--- src/rtl/bht_update_controller.sv ---
// Update sequencer for the 2-bit branch history table: buffers resolved
// branches, drains one per cycle, runs clear sweeps, counts mispredicts.
module bht_update_controller #(
  parameter int LOWER = 5,
  parameter int DEPTH = 4
) (
  input  logic                     clk,
  input  logic                     arst_n,
  input  logic                     upd_valid,
  input  logic [LOWER-1:0]         upd_addr,
  input  logic                     upd_taken,
  input  logic                     upd_predicted,
  output logic                     upd_ready,
  input  logic                     clr_req,
  output logic                     clr_busy,
  output logic                     bht_en,
  output logic [LOWER-1:0]         bht_write_addr,
  output logic                     bht_was_taken,
  output logic                     bht_clear,
  output logic [$clog2(DEPTH):0]   fifo_count,
  output logic [15:0]              mispredict_cnt
);

  localparam int PW = $clog2(DEPTH);
  localparam int CW = PW + 1;
  localparam logic [CW-1:0] DEPTH_C = CW'(DEPTH);
  localparam logic [LOWER-1:0] LAST_IDX = '1;

  typedef enum logic {RUN, CLEAR} state_t;

  typedef struct packed {
    logic [LOWER-1:0] addr;
    logic             taken;
  } upd_t;

  state_t           state;
  upd_t             mem [DEPTH];
  logic [PW-1:0]    wr_ptr;
  logic [PW-1:0]    rd_ptr;
  logic [LOWER-1:0] sweep_idx;
  logic             push;
  logic             pop;
  logic             miss;
  upd_t             head;

  assign upd_ready = (state == RUN) && (fifo_count < DEPTH_C);
  assign push      = upd_valid && upd_ready;
  assign pop       = (fifo_count != '0);
  assign miss      = push && (upd_taken != upd_predicted);
  assign head      = mem[rd_ptr];

  always_ff @(posedge clk or negedge arst_n) begin
    if (!arst_n) begin
      for (int i = 0; i < DEPTH; i++) begin
        mem[i] <= '0;
      end
    end else if (push && !clr_req) begin
      mem[wr_ptr] <= '{addr: upd_addr, taken: upd_taken};
    end
  end

  always_ff @(posedge clk or negedge arst_n) begin
    if (!arst_n) begin
      state          <= RUN;
      wr_ptr         <= '0;
      rd_ptr         <= '0;
      fifo_count     <= '0;
      sweep_idx      <= '0;
      clr_busy       <= 1'b0;
      bht_en         <= 1'b0;
      bht_write_addr <= '0;
      bht_was_taken  <= 1'b0;
      bht_clear      <= 1'b0;
    end else begin
      unique case (state)
        RUN: begin
          if (clr_req) begin
            // flush drops queued work and any same-edge push
            state      <= CLEAR;
            clr_busy   <= 1'b1;
            sweep_idx  <= '0;
            wr_ptr     <= '0;
            rd_ptr     <= '0;
            fifo_count <= '0;
            bht_en     <= 1'b0;
            bht_clear  <= 1'b0;
          end else begin
            bht_en    <= pop;
            bht_clear <= 1'b0;
            if (pop) begin
              bht_write_addr <= head.addr;
              bht_was_taken  <= head.taken;
              rd_ptr         <= rd_ptr + 1'b1;
            end
            if (push) begin
              wr_ptr <= wr_ptr + 1'b1;
            end
            fifo_count <= fifo_count + CW'(push) - CW'(pop);
          end
        end
        CLEAR: begin
          bht_en         <= 1'b1;
          bht_clear      <= 1'b1;
          bht_write_addr <= sweep_idx;
          bht_was_taken  <= 1'b0;
          sweep_idx      <= sweep_idx + 1'b1;
          if (sweep_idx == LAST_IDX) begin
            state    <= RUN;
            clr_busy <= 1'b0;
          end
        end
      endcase
    end
  end

  always_ff @(posedge clk or negedge arst_n) begin
    if (!arst_n) begin
      mispredict_cnt <= '0;
    end else if (miss && (mispredict_cnt != 16'hFFFF)) begin
      mispredict_cnt <= mispredict_cnt + 16'd1;
    end
  end

endmodule
--- config.mk ---
export PLATFORM = sky130hd
export DESIGN_NAME = bht_update_controller
export DESIGN_NICKNAME = d
export VERILOG_FILES = /design/src/rtl/bht_update_controller.sv
export SDC_FILE = /design/constraint.sdc
export NUM_CORES = 1
export LEC_CHECK = 0
export CAP_MARGIN = 0
export CORE_ASPECT_RATIO = 1.5
export CORE_MARGIN = 8
export CORE_UTILIZATION = 55
export DETAILED_ROUTE_END_ITERATION = 7
export GPL_ROUTABILITY_DRIVEN = 1
export GPL_TIMING_DRIVEN = 0
export PLACE_DENSITY_LB_ADDON = 0.1
export SYNTH_ARGS = -nofsm -noshare
export SYNTH_HDL_FRONTEND = slang
export SYNTH_SLANG_ARGS = --single-unit
--- constraint.sdc ---
create_clock -name clk -period 2.8 [get_ports clk]
set_clock_uncertainty 0.2 [all_clocks]
set_input_delay 0.56 -clock clk [delete_from_list [all_inputs] [get_ports clk]]
set_output_delay 0.56 -clock clk [all_outputs]
set_load 0.03 [all_outputs]
==> results of run 1 <==
==> repair_timing <==
| item | CTS | global route |
|---|---|---|
| hold buffers | 0 | 0 |
| resized for setup | 3 | 0 |
| endpoints found under the setup margin | 1 | 0 |
==> cell type report <==
| type | instances | area, sq um |
|---|---|---|
| Sequential cell | 62 | 1550 |
| Timing Repair Buffer | 38 | 377 |
| Buffer | 6 | 28.8 |
| Clock inverter | 6 | 37.5 |
| Clock buffer | 10 | 138 |
| Multi-Input combinational cell | 161 | 1470 |
| Fill cell | 403 | 1700 |
| Tap cell | 70 | 87.6 |
| Inverter | 5 | 18.8 |
==> worst paths after layout <==
kind                                      startpoint                        end  slack, ns  depth (start not counted)
max reg2reg                fifo_count[2]$_DFFE_PN0N_  fifo_count[2]$_DFFE_PN0N_       0.34                          9
min reg2reg                      mem[10]$_DFFE_PN0P_        mem[10]$_DFFE_PN0P_       0.29                          1
min in group clk                 mem[10]$_DFFE_PN0P_        mem[10]$_DFFE_PN0P_       0.29                          1
max in group asynchronous                     arst_n  bht_was_taken$_DFFE_PN0P_       1.77                          1
min                                           arst_n        mem[21]$_DFFE_PN0P_       0.09                          1
max                                  state$_DFF_PN0_                  upd_ready       0.19                          4
==> routing by layer <==
| metal | routed length [um] | vias to the layer above | GRT usage |
|---|---|---|---|
| met5 | 0 | - | 0 |
| met4 | 94 | 0 | 0.0746 |
| met3 | 319 | 9 | 0.0485 |
| met2 | 3170 | 42 | 0.274 |
| met1 | 2480 | 1014 | 0.170 |
| li1 | - | 944 | - |
==> worst reg2reg max path, cell delays in order, from the launching register on <==
cell	delay, ns
dfrtp_1	0.52
nor3_4	0.36
xnor2_1	0.17
ha_1	0.16
inv_1	0.05
fa_1	0.38
xnor2_1	0.21
nor3_1	0.07
a21oi_1	0.13
o21ai_0	0.08
==> synthesized netlist by cell type (2+ instances only) <==
cell | n | share of area
dfrtp_1 | 62 | 0.51
mux2_1 | 25 | 0.092
nand2_1 | 15 | 0.018
xor2_1 | 11 | 0.031
ha_1 | 9 | 0.037
nor2_1 | 9 | 0.011
nor3_1 | 8 | 0.013
o21ai_0 | 8 | 0.013
mux2i_1 | 6 | 0.020
mux4_2 | 6 | 0.044
a21oi_1 | 5 | 0.0082
a22o_1 | 5 | 0.014
inv_1 | 5 | 0.0061
mux2_2 | 5 | 0.018
and3_1 | 4 | 0.0082
clkbuf_1 | 4 | 0.0049
nand2_4 | 4 | 0.015
xnor2_1 | 4 | 0.011
nand3_1 | 3 | 0.0049
nand4_1 | 3 | 0.0061
nor3b_1 | 3 | 0.0074
and2_1 | 2 | 0.0041
nand4_4 | 2 | 0.014
nor2b_1 | 2 | 0.0041
==> flip-flops by register name (all words and copies together) (netlist names) <==
register	cells
mem	24
mispredict_cnt	16
bht_write_addr	5
sweep_idx	5
fifo_count	3
rd_ptr	2
wr_ptr	2
bht_clear	1
bht_en	1
bht_was_taken	1
clr_busy	1
state	1
==> power by group through the flow <==
stage | clock network [mW] | logic [mW] | registers [mW]
global placement | 0 | 0.886 | 1.23
floorplan | 0 | 0.469 | 1.36
detailed placement | 0 | 0.914 | 1.24
CTS | 0.706 | 0.915 | 1.22
global route | 0.739 | 0.988 | 1.25
finish | 0.689 | 0.897 | 1.22
==> cell families (layout without fill, tap and decap cells) <==
kind of cell | count (synthesis) | after routing
adders and majority gates | 10 | 10
DFF | 62 | 62
buffers and inverters | 11 | 65
and+or+nand+nor | 70 | 70
muxes | 43 | 43
AOI/OAI and AO/OA | 22 | 22
xor gates and xnor gates | 16 | 16
==> through the flow <==
stage | utilization | power (mW) | hold slack [ns] | worst slack, ns
3_3_place_gp | 0.653 | 2.12 | 0.268 | -1.09
5_1_grt | 0.685 | 2.98 | 0.168 | 0.0428
4_1_cts | 0.685 | 2.84 | 0.131 | 0.187
6_report | 0.685 | 2.81 | 0.0882 | 0.189
3_5_place_dp | 0.652 | 2.15 | 0.277 | -0.147
2_1_floorplan | - | 1.83 | 0.0644 | 0.427
==> reports/metrics.csv, run 1 <==
stage;metric;value;unit
setup_path;critical path required time;2.04;ns
drt;Detail Route Antenna Nets;0;
placed_design;hpwl dp;4390;um
layout;Layout area overhead;21.0;%
global_routing;largest net degree at the start of global routing;63;
power_and_ir_drop;switch share;0.350;
placed_design;number of I/O port buffers;38;
sta;RSZ-0062 raised after global routing;false;
cts;Max clock buf depth;2;
floorplan;core region area;5410;sq um
logic_synthesis;adder-cell share of the synthesized area;0.0433;
power_and_ir_drop;P_int;1.82;mW
floorplan;I/O pin count;40;
power_and_ir_drop;share of power burned in the clock network;0.246;
logic_synthesis;Synth Cell Area;3060;sq um
floorplan;Initial Util;0.566;
logic_synthesis;Synth Area per Inst;13.1;sq um
global_routing;GRT overflow;0;
setup_path;startpoint class of the critical path;register;
logic_synthesis;post-synth cell types;48;
setup_path;Critical Path AT;1.85;ns
logic_synthesis;largest family of logic cells by synthesized area;multiplexers;
logic_synthesis;Post-synth EDFFs;0;
layout;commonest non-fill, non-tap cell in the layout;dfrtp_1;
logic_synthesis;syn_nets;255;
outcome;status;complete, no violations;
setup_path;Buffers & Inverters on Critical Path;3;
drt;via count;2009;
global_routing;gr usage total;0.157;
layout;Nets;304;
setup_path;Setup CP Type;register to primary output;
global_routing;first-pass GRT wire length;10300;um
logic_synthesis;Yosys warning total;0;
cts;CTS Buf Count;9;
worst_hold_path;type of the most critical hold path;primary input to async pin;
logic_synthesis;Top FF cell, synth;dfrtp_1;
placed_design;Placer Congestion;0.752;
layout;most frequent cells in the layout;62 x dfrtp_1, 36 x clkdlybuf4s50_1, 25 x mux2_1, 15 x nand2_1, 11 x xor2_1;
sta;Final Setup Violations;0;
power_and_ir_drop;Pleak;1.82;nW
global_routing;initial antenna violation count;0;
sta;slew at the pin with the worst max-slew slack;0.794;ns
floorplan;full die area;8260;sq um
cts;H-tree depth;3;
placed_design;dpl cell area;3530;sq um
logic_synthesis;Seq cells post-synth;62;
global_routing;vias in the first global route;2119;
setup_path;max incr delay on CP;0.48;ns
floorplan;site row count;33;
cts;clk slew on worst S/H paths;0.08;ns
logic_synthesis;asr flop ratio synth;1.00;
setup_path;Worst setup EP type;primary output;
layout;ANT cells;0;
layout;Cell Count, Final, Fillers Out;358;
power_and_ir_drop;Peak VDD IR;392;uV
sta;min Tclk post-route;2.61;ns
cts;clk_lat worst skew;0.34;ns
power_and_ir_drop;Flop pwr share;0.435;
power_and_ir_drop;Switching Power;0.983;mW
floorplan;die boundary width;76.9;um
layout;layout cells sized above 1;0.177;
cts;CTS Root Cell;clkbuf_8;
floorplan;overall die height;107;um
cts;CTS tree;built;
logic_synthesis;post-synthesis mux area share;0.179;
placed_design;placed insts;342;
drt;final wirelength;6060;um
setup_path;slowest CP cell;dfrtp_1;
layout;final instance area;3700;sq um
run;Max Cap Violations;0;
drt;routed vias/inst;5.61;
sta;Slew Viols, Final;0;
logic_synthesis;Synth Area in Compound Gates;0.0445;
power_and_ir_drop;power per cell area;757;nW/um^2
drt;DRT iter0 DRCs;86;
logic_synthesis;Post-Synth XOR/XNOR Area;0.0482;
logic_synthesis;simple-gate share of the synthesized area;0.164;
drt;Post-route DRC;0;
sta;max_slew headroom;0.471;
sta;Fmax achieved;383;MHz
sta;period utilization;0.933;
cts;clk sink count;62;
drt;drt first pass iters;4;
logic_synthesis;Syn Inst Count;234;
logic_synthesis;sequential share of the synthesized area;0.507;
setup_path;CP Max Fanout;10;
sta;final setup TNS;0;ns
sta;Final Hold Viols;0;
power_and_ir_drop;combinational share of power;0.320;
setup_path;Crit path max-delay family;buffers and inverters;
cts;number of post-CTS setup repair buffers;0;
drt;WL/cell;16.9;um
setup_path;cells along the critical path;clkbuf_2 > buf_2 > nor2_1 > dlygate4sd2_1;
(Power assumes the default switching activity.)
==> run 2, diff against run 1 <==
--- a/config.mk
+++ b/config.mk
@@ -8,7 +8,7 @@
 export CAP_MARGIN = 0
 export CORE_ASPECT_RATIO = 1.5
 export CORE_MARGIN = 8
-export CORE_UTILIZATION = 55
+export CORE_UTILIZATION = 50
 export DETAILED_ROUTE_END_ITERATION = 7
 export GPL_ROUTABILITY_DRIVEN = 1
 export GPL_TIMING_DRIVEN = 0
==> constraint.sdc (replaced) <==
create_clock -name clk -period 2.1 [get_ports clk]
set_clock_uncertainty 0.2 [all_clocks]
set_input_delay 0.42 -clock clk [delete_from_list [all_inputs] [get_ports clk]]
set_output_delay 0.42 -clock clk [all_outputs]
set_load 0.03 [all_outputs]
==> reports/metrics.csv, run 2 (synthesized netlist as in run 1, its figures left out) <==
stage;metric;value;unit;change
outcome;status;complete, but fails checks;;
outcome;failing checks;setup timing;;
run;Max Cap Violations;0;;unchanged
global_routing;largest net degree at the start of global routing;63;;unchanged
power_and_ir_drop;post-route total power;4.14;mW;+48%
setup_path;cells along the critical path;nor3b_4 > xnor2_1 > ha_2 > inv_2 > fa_2 > xnor2_2 > nor3_2 > a21oi_1 > o21ai_1;;
setup_path;Setup CP Type;register to register;;
layout;max reg flops;24;;unchanged
layout;Biggest register;mem;;
sta;Fmax achieved;454;MHz;
power_and_ir_drop;Switching Power;1.36;mW;+38%
drt;Detail Route Antenna Nets;0;;unchanged
sta;final setup TNS;-0.102;ns;-0.102 ns
drt;drt first pass iters;4;;unchanged
cts;CTS Root Cell;clkbuf_8;;
placed_design;dpl cell area;3550;sq um;+0.60%
layout;Layout area overhead;26.4;%;
floorplan;Initial Util;0.507;;-0.0594
placed_design;Place WS;-0.596;ns;-0.450 ns
cts;CTS Buf Count;9;;unchanged
power_and_ir_drop;power per cell area;1070;nW/um^2;+41%
setup_path;Critical Path AT;2.25;ns;+0.40 ns
power_and_ir_drop;Pleak;2.01;nW;+11%
placed_design;placed insts;346;;+1.2%
layout;Cell Count, Final, Fillers Out;372;;+3.9%
drt;DRT iter0 DRCs;117;;+36%
power_and_ir_drop;combinational share of power;0.328;;+0.008
cts;CTS tree;built;;
global_routing;vias in the first global route;2151;;+1.5%
floorplan;overall die height;112;um;+4.2%
layout;# fillers;500;;+24%
sta;PnR worst setup slack;-0.102;ns;-0.291 ns
global_routing;GRT overflow;0;;unchanged
placed_design;number of I/O port buffers;38;;unchanged
cts;clk_lat worst skew;0.33;ns;about the same
layout;most frequent cells in the layout;58 x dfrtp_1, 25 x mux2_1, 19 x clkdlybuf4s50_1, 15 x nand2_1;;
drt;routed vias/inst;5.34;;-4.8%
setup_path;critical path required time;2.15;ns;+0.11 ns
power_and_ir_drop;Peak VDD IR;628;uV;+60%
sta;Final Hold Viols;0;;unchanged
global_routing;gr usage total;0.151;;-0.00592
floorplan;die boundary width;79.9;um;+3.9%
setup_path;startpoint class of the critical path;register;;
global_routing;first-pass GRT wire length;10600;um;+3.3%
drt;Post-route DRC;0;;unchanged
power_and_ir_drop;Flop pwr share;0.389;;-0.046
sta;Slew Viols, Final;0;;unchanged
placed_design;hpwl dp;4320;um;-1.5%
floorplan;core region area;6040;sq um;+12%
sta;min Tclk post-route;2.20;ns;
layout;Nets;314;;+3.3%
setup_path;max incr delay on CP;0.45;ns;-0.03 ns
setup_path;CP Max Fanout;5;;-5
power_and_ir_drop;share of power burned in the clock network;0.283;;+0.037
layout;Core Util, Final;0.641;;-0.0442
sta;period utilization;1.05;;
layout;Multi-input gate area;1500;sq um;+2.3%
power_and_ir_drop;P_int;2.78;mW;+53%
drt;final wirelength;6290;um;+3.8%
setup_path;slowest CP cell;dfrtp_2;;
drt;WL/cell;16.9;um;about the same
layout;layout cells sized above 1;0.235;;+0.0578
layout;largest registers;mem: 24 flops, mispredict_cnt: 16 flops;;
floorplan;full die area;8940;sq um;+8.2%
sta;slew at the pin with the worst max-slew slack;0.776;ns;-0.0178 ns
layout;register area;1560;sq um;+0.32%
setup_path;Worst setup EP type;register;;
sta;RSZ-0062 raised after global routing;true;;
drt;via count;1988;;-1.0%
placed_design;Placer Congestion;0.709;;-5.7%
cts;H-tree depth;3;;unchanged
worst_hold_path;type of the most critical hold path;register to register;;
global_routing;initial antenna violation count;0;;unchanged
layout;final instance area;3870;sq um;+4.5%
cts;Max clock buf depth;2;;unchanged
cts;clk slew on worst S/H paths;0.07;ns;about the same
floorplan;I/O pin count;40;;unchanged
layout;commonest non-fill, non-tap cell in the layout;dfrtp_1;;
layout;ANT cells;0;;unchanged
power_and_ir_drop;switch share;0.328;;-0.0224
cts;clk sink count;62;;unchanged
sta;Final Setup Violations;1;;+1
sta;Hold WS;0.290;ns;+0.201 ns
sta;max_slew headroom;0.483;;+0.0119
floorplan;site row count;35;;+6.1%
run 2: cell types whose count changed in the layout (fill, tap and decap cells not counted), sizes merged, moves of 2 or more:
cell,change
clkdlybuf4s50,-17
dlygate4sd2,+12
buf,+10
dlymetal6s2s,+4
clkinvlp,-3
bufinv,+2
run 2: area by class of cell:
class,count,share of cell area
multi-input cells,161,0.387
inverters,5,0.00485
well taps,74,0.0239
repair buffers,48,0.115
clock inverters,5,0.0213
clock buffers,11,0.0365
plain buffers,6,0.00872
flip-flops and latches,62,0.402
run 2: metal layers:
layer | GRT usage | wire length (um) | part of all wire | vias up
met3 | 0.0395 | 270 | 0.043 | 4
met1 | 0.182 | 2640 | 0.42 | 987
met5 | 0 | 0 | 0 | -
met4 | 0.0561 | 71 | 0.011 | 0
li1 | - | - | - | 957
met2 | 0.250 | 3310 | 0.53 | 40
run 2: path summary, 6_finish.rpt:
kind                       slack (ns)           startpoint  depth (start not counted)                   endpoint
min in group asynchronous        0.51               arst_n                          2        mem[15]$_DFFE_PN0P_
max reg2reg                     -0.10      state$_DFF_PN0_                          9  fifo_count[2]$_DFFE_PN0N_
max in group asynchronous        0.63               arst_n                          2  fifo_count[0]$_DFFE_PN0N_
max                             -0.10      state$_DFF_PN0_                          9  fifo_count[2]$_DFFE_PN0N_
min reg2reg                      0.29  mem[13]$_DFFE_PN0P_                          1        mem[13]$_DFFE_PN0P_
min                              0.29  mem[13]$_DFFE_PN0P_                          1        mem[13]$_DFFE_PN0P_
run 2: power groups by stage:
stage	clock network (mW)	registers (mW)	logic [mW]
after floorplan	0	1.82	0.649
after global placement	0	1.66	1.21
after detailed placement	0	1.67	1.23
after CTS	1.20	1.63	1.31
after global routing	1.27	1.65	1.49
final	1.17	1.61	1.36
run 2: repair_timing:
item                                    CTS  global route
buffers inserted                          6             3
hold endpoints to repair                 21             0
pin swaps                                 7             1
endpoints found under the setup margin   15             8
hold buffers                              1             0
gates resized for setup                  26             7
run 2: critical path, delay by kind of cell, from the launching register on:
| family | cells | cell delay, ns |
|---|---|---|
| xor+xnor | 2 | 0.30 |
| compound gates | 2 | 0.18 |
| simple gates | 2 | 0.39 |
| fa+ha+maj | 2 | 0.56 |
| flops | 1 | 0.45 |
| buf+inv | 1 | 0.04 |
==> run 3, diff against run 2 <==
--- a/config.mk
+++ b/config.mk
@@ -13,6 +13,7 @@
 export GPL_ROUTABILITY_DRIVEN = 1
 export GPL_TIMING_DRIVEN = 0
 export PLACE_DENSITY_LB_ADDON = 0.1
+export SLEW_MARGIN = 20
 export SYNTH_ARGS = -nofsm -noshare
 export SYNTH_HDL_FRONTEND = slang
 export SYNTH_SLANG_ARGS = --single-unit
==> reports/metrics.csv, run 3 (synthesized netlist as in run 1, its figures left out) <==
stage;metric;value;unit;change
floorplan;overall die height;112;um;unchanged
power_and_ir_drop;Flop pwr share;0.385;;-0.004
outcome;failing checks;setup timing;;
power_and_ir_drop;Switching Power;1.36;mW;-0.20%
setup_path;Worst setup EP type;register;;
floorplan;core region area;6040;sq um;unchanged
cts;Max clock buf depth;2;;unchanged
power_and_ir_drop;share of power burned in the clock network;0.307;;+0.024
drt;via count;2042;;+2.7%
drt;routed vias/inst;5.46;;+2.2%
setup_path;Setup CP Type;register to register;;
sta;Slew Viols, Final;0;;unchanged
layout;Multi-input gate area;1510;sq um;+0.33%
layout;Biggest register;mem;;
global_routing;first-pass GRT wire length;10700;um;+0.84%
floorplan;die boundary width;79.9;um;unchanged
sta;Final Setup Violations;1;;unchanged
drt;Post-route DRC;0;;unchanged
placed_design;placed insts;347;;+0.29%
drt;WL/cell;16.9;um;+0.24%
setup_path;startpoint class of the critical path;register;;
placed_design;Place WS;-0.606;ns;-0.0100 ns
global_routing;gr usage total;0.152;;+0.000685
cts;CTS Buf Count;9;;unchanged
run;Max Cap Violations;0;;unchanged
sta;PnR worst setup slack;-0.0989;ns;+0.00349 ns
layout;Cell Count, Final, Fillers Out;374;;+0.54%
power_and_ir_drop;power per cell area;1080;nW/um^2;+0.57%
drt;final wirelength;6340;um;+0.78%
layout;Layout area overhead;28.6;%;
power_and_ir_drop;combinational share of power;0.308;;-0.020
drt;drt first pass iters;4;;unchanged
worst_hold_path;type of the most critical hold path;primary input to async pin;;
setup_path;critical path required time;2.09;ns;-0.06 ns
cts;CTS tree;built;;
sta;Hold WS;0.287;ns;-0.00298 ns
sta;Fmax achieved;455;MHz;+0.16%
power_and_ir_drop;switch share;0.320;;-0.00799
layout;ANT cells;0;;unchanged
layout;max reg flops;24;;unchanged
power_and_ir_drop;P_int;2.88;mW;+3.5%
sta;final setup TNS;-0.0989;ns;+0.00349 ns
power_and_ir_drop;Peak VDD IR;512;uV;-18%
global_routing;largest net degree at the start of global routing;50;;-21%
cts;clk slew on worst S/H paths;0.07;ns;about the same
sta;period utilization;1.05;;-0.00166
outcome;status;complete, but fails checks;;
sta;max_slew headroom;0.637;;+0.154
layout;Nets;316;;+0.64%
placed_design;hpwl dp;4390;um;+1.6%
placed_design;Placer Congestion;0.709;;unchanged
layout;largest registers;mem: 24 flops, mispredict_cnt: 16 flops;;
floorplan;full die area;8940;sq um;unchanged
cts;CTS Root Cell;clkbuf_8;;
drt;DRT iter0 DRCs;91;;-22%
global_routing;GRT overflow;0;;unchanged
global_routing;initial antenna violation count;0;;unchanged
setup_path;CP Max Fanout;6;;+1
floorplan;site row count;35;;unchanged
cts;clk sink count;62;;unchanged
layout;register area;1560;sq um;unchanged
sta;min Tclk post-route;2.20;ns;-0.00349 ns
floorplan;I/O pin count;40;;unchanged
sta;Final Hold Viols;0;;unchanged
cts;clk_lat worst skew;0.33;ns;about the same
layout;# fillers;484;;-3.2%
floorplan;Initial Util;0.507;;unchanged
global_routing;vias in the first global route;2177;;+1.2%
layout;commonest non-fill, non-tap cell in the layout;dfrtp_1;;
power_and_ir_drop;Pleak;2.04;nW;+1.3%
placed_design;number of I/O port buffers;38;;unchanged
sta;RSZ-0062 raised after global routing;true;;
layout;layout cells sized above 1;0.247;;+0.0118
layout;most frequent cells in the layout;58 x dfrtp_1, 24 x mux2_1, 18 x clkdlybuf4s50_1, 15 x buf_4, 15 x nand2_1;;
cts;H-tree depth;3;;unchanged
setup_path;Critical Path AT;2.19;ns;-0.06 ns
sta;slew at the pin with the worst max-slew slack;0.545;ns;-0.231 ns
drt;Detail Route Antenna Nets;0;;unchanged
## run 3: changes by cell type in the layout (fill, tap and decap cells not counted), sizes merged
cell / delta
bufinv: +1
clkdlybuf4s50: -1
buf: +3
clkinv: -2
dlymetal6s2s: +1
clkbuf: -1
clkinvlp: +1
## run 3: worst paths after layout
kind,start,endpoint,slack (ns),depth (start not counted)
max,state$_DFF_PN0_,fifo_count[2]$_DFFE_PN0N_,-0.1,9
min,arst_n,mem[8]$_DFFE_PN0P_,0.29,2
min reg2reg,mem[13]$_DFFE_PN0P_,mem[13]$_DFFE_PN0P_,0.29,1
max in group asynchronous,arst_n,fifo_count[2]$_DFFE_PN0N_,0.89,3
max reg2reg,state$_DFF_PN0_,fifo_count[2]$_DFFE_PN0N_,-0.1,9
min in group clk,mem[13]$_DFFE_PN0P_,mem[13]$_DFFE_PN0P_,0.29,1
## run 3: timing repair
action / 4_1_cts / 5_1_grt
endpoints found under the hold margin: 13 / 0
cloned: 0 / 0
hold buffers: 1 / 0
buffers inserted: 3 / 7
pin swaps: 6 / 4
setup endpoints to repair: 15 / 9
gates resized for setup: 26 / 11
## run 3: power by group through the flow
stage / logic, mW / registers, mW / clock network [mW]
2_1_floorplan: 0.649 / 1.82 / 0
3_3_place_gp: 1.21 / 1.66 / 0
5_1_grt: 1.43 / 1.67 / 1.38
3_5_place_dp: 1.24 / 1.66 / 0
6_report: 1.30 / 1.63 / 1.30
4_1_cts: 1.27 / 1.64 / 1.32
## run 3: per-layer routing
layer,up-vias,global-route usage,part of all wire
li1,963,-,-
met1,1034,0.180,0.43
met2,41,0.250,0.52
met3,4,0.0492,0.047
met4,0,0.0512,0.0088
met5,-,0,0
## run 3: stage by stage
| step | cell area [sq um] | util | total power, mW |
|---|---|---|---|
| floorplan | 3080 | - | 2.47 |
| global placement | 3550 | 0.588 | 2.87 |
| detailed placement | 3580 | 0.592 | 2.91 |
| CTS | 3850 | 0.637 | 4.24 |
| global route | 3940 | 0.652 | 4.47 |
| finish | 3940 | 0.652 | 4.23 |
## run 3: final cells by class
cell class	count	share of cell area
repair buffers	50	0.123
inverters	5	0.00476
clock inverters	5	0.0270
plain buffers	6	0.00858
well taps	74	0.0235
clock buffers	11	0.0359
multi-input cells	161	0.382
flip-flops and latches	62	0.395
## run 3: worst max-delay path, cell delays in order, from the launching register on
cell     delay [ns]
dfrtp_2        0.46
nor3b_4        0.23
xnor2_1        0.15
ha_2           0.20
inv_2          0.04
fa_2           0.37
xnor2_2        0.17
nor3_2         0.05
a21oi_1        0.12
o21ai_1        0.07
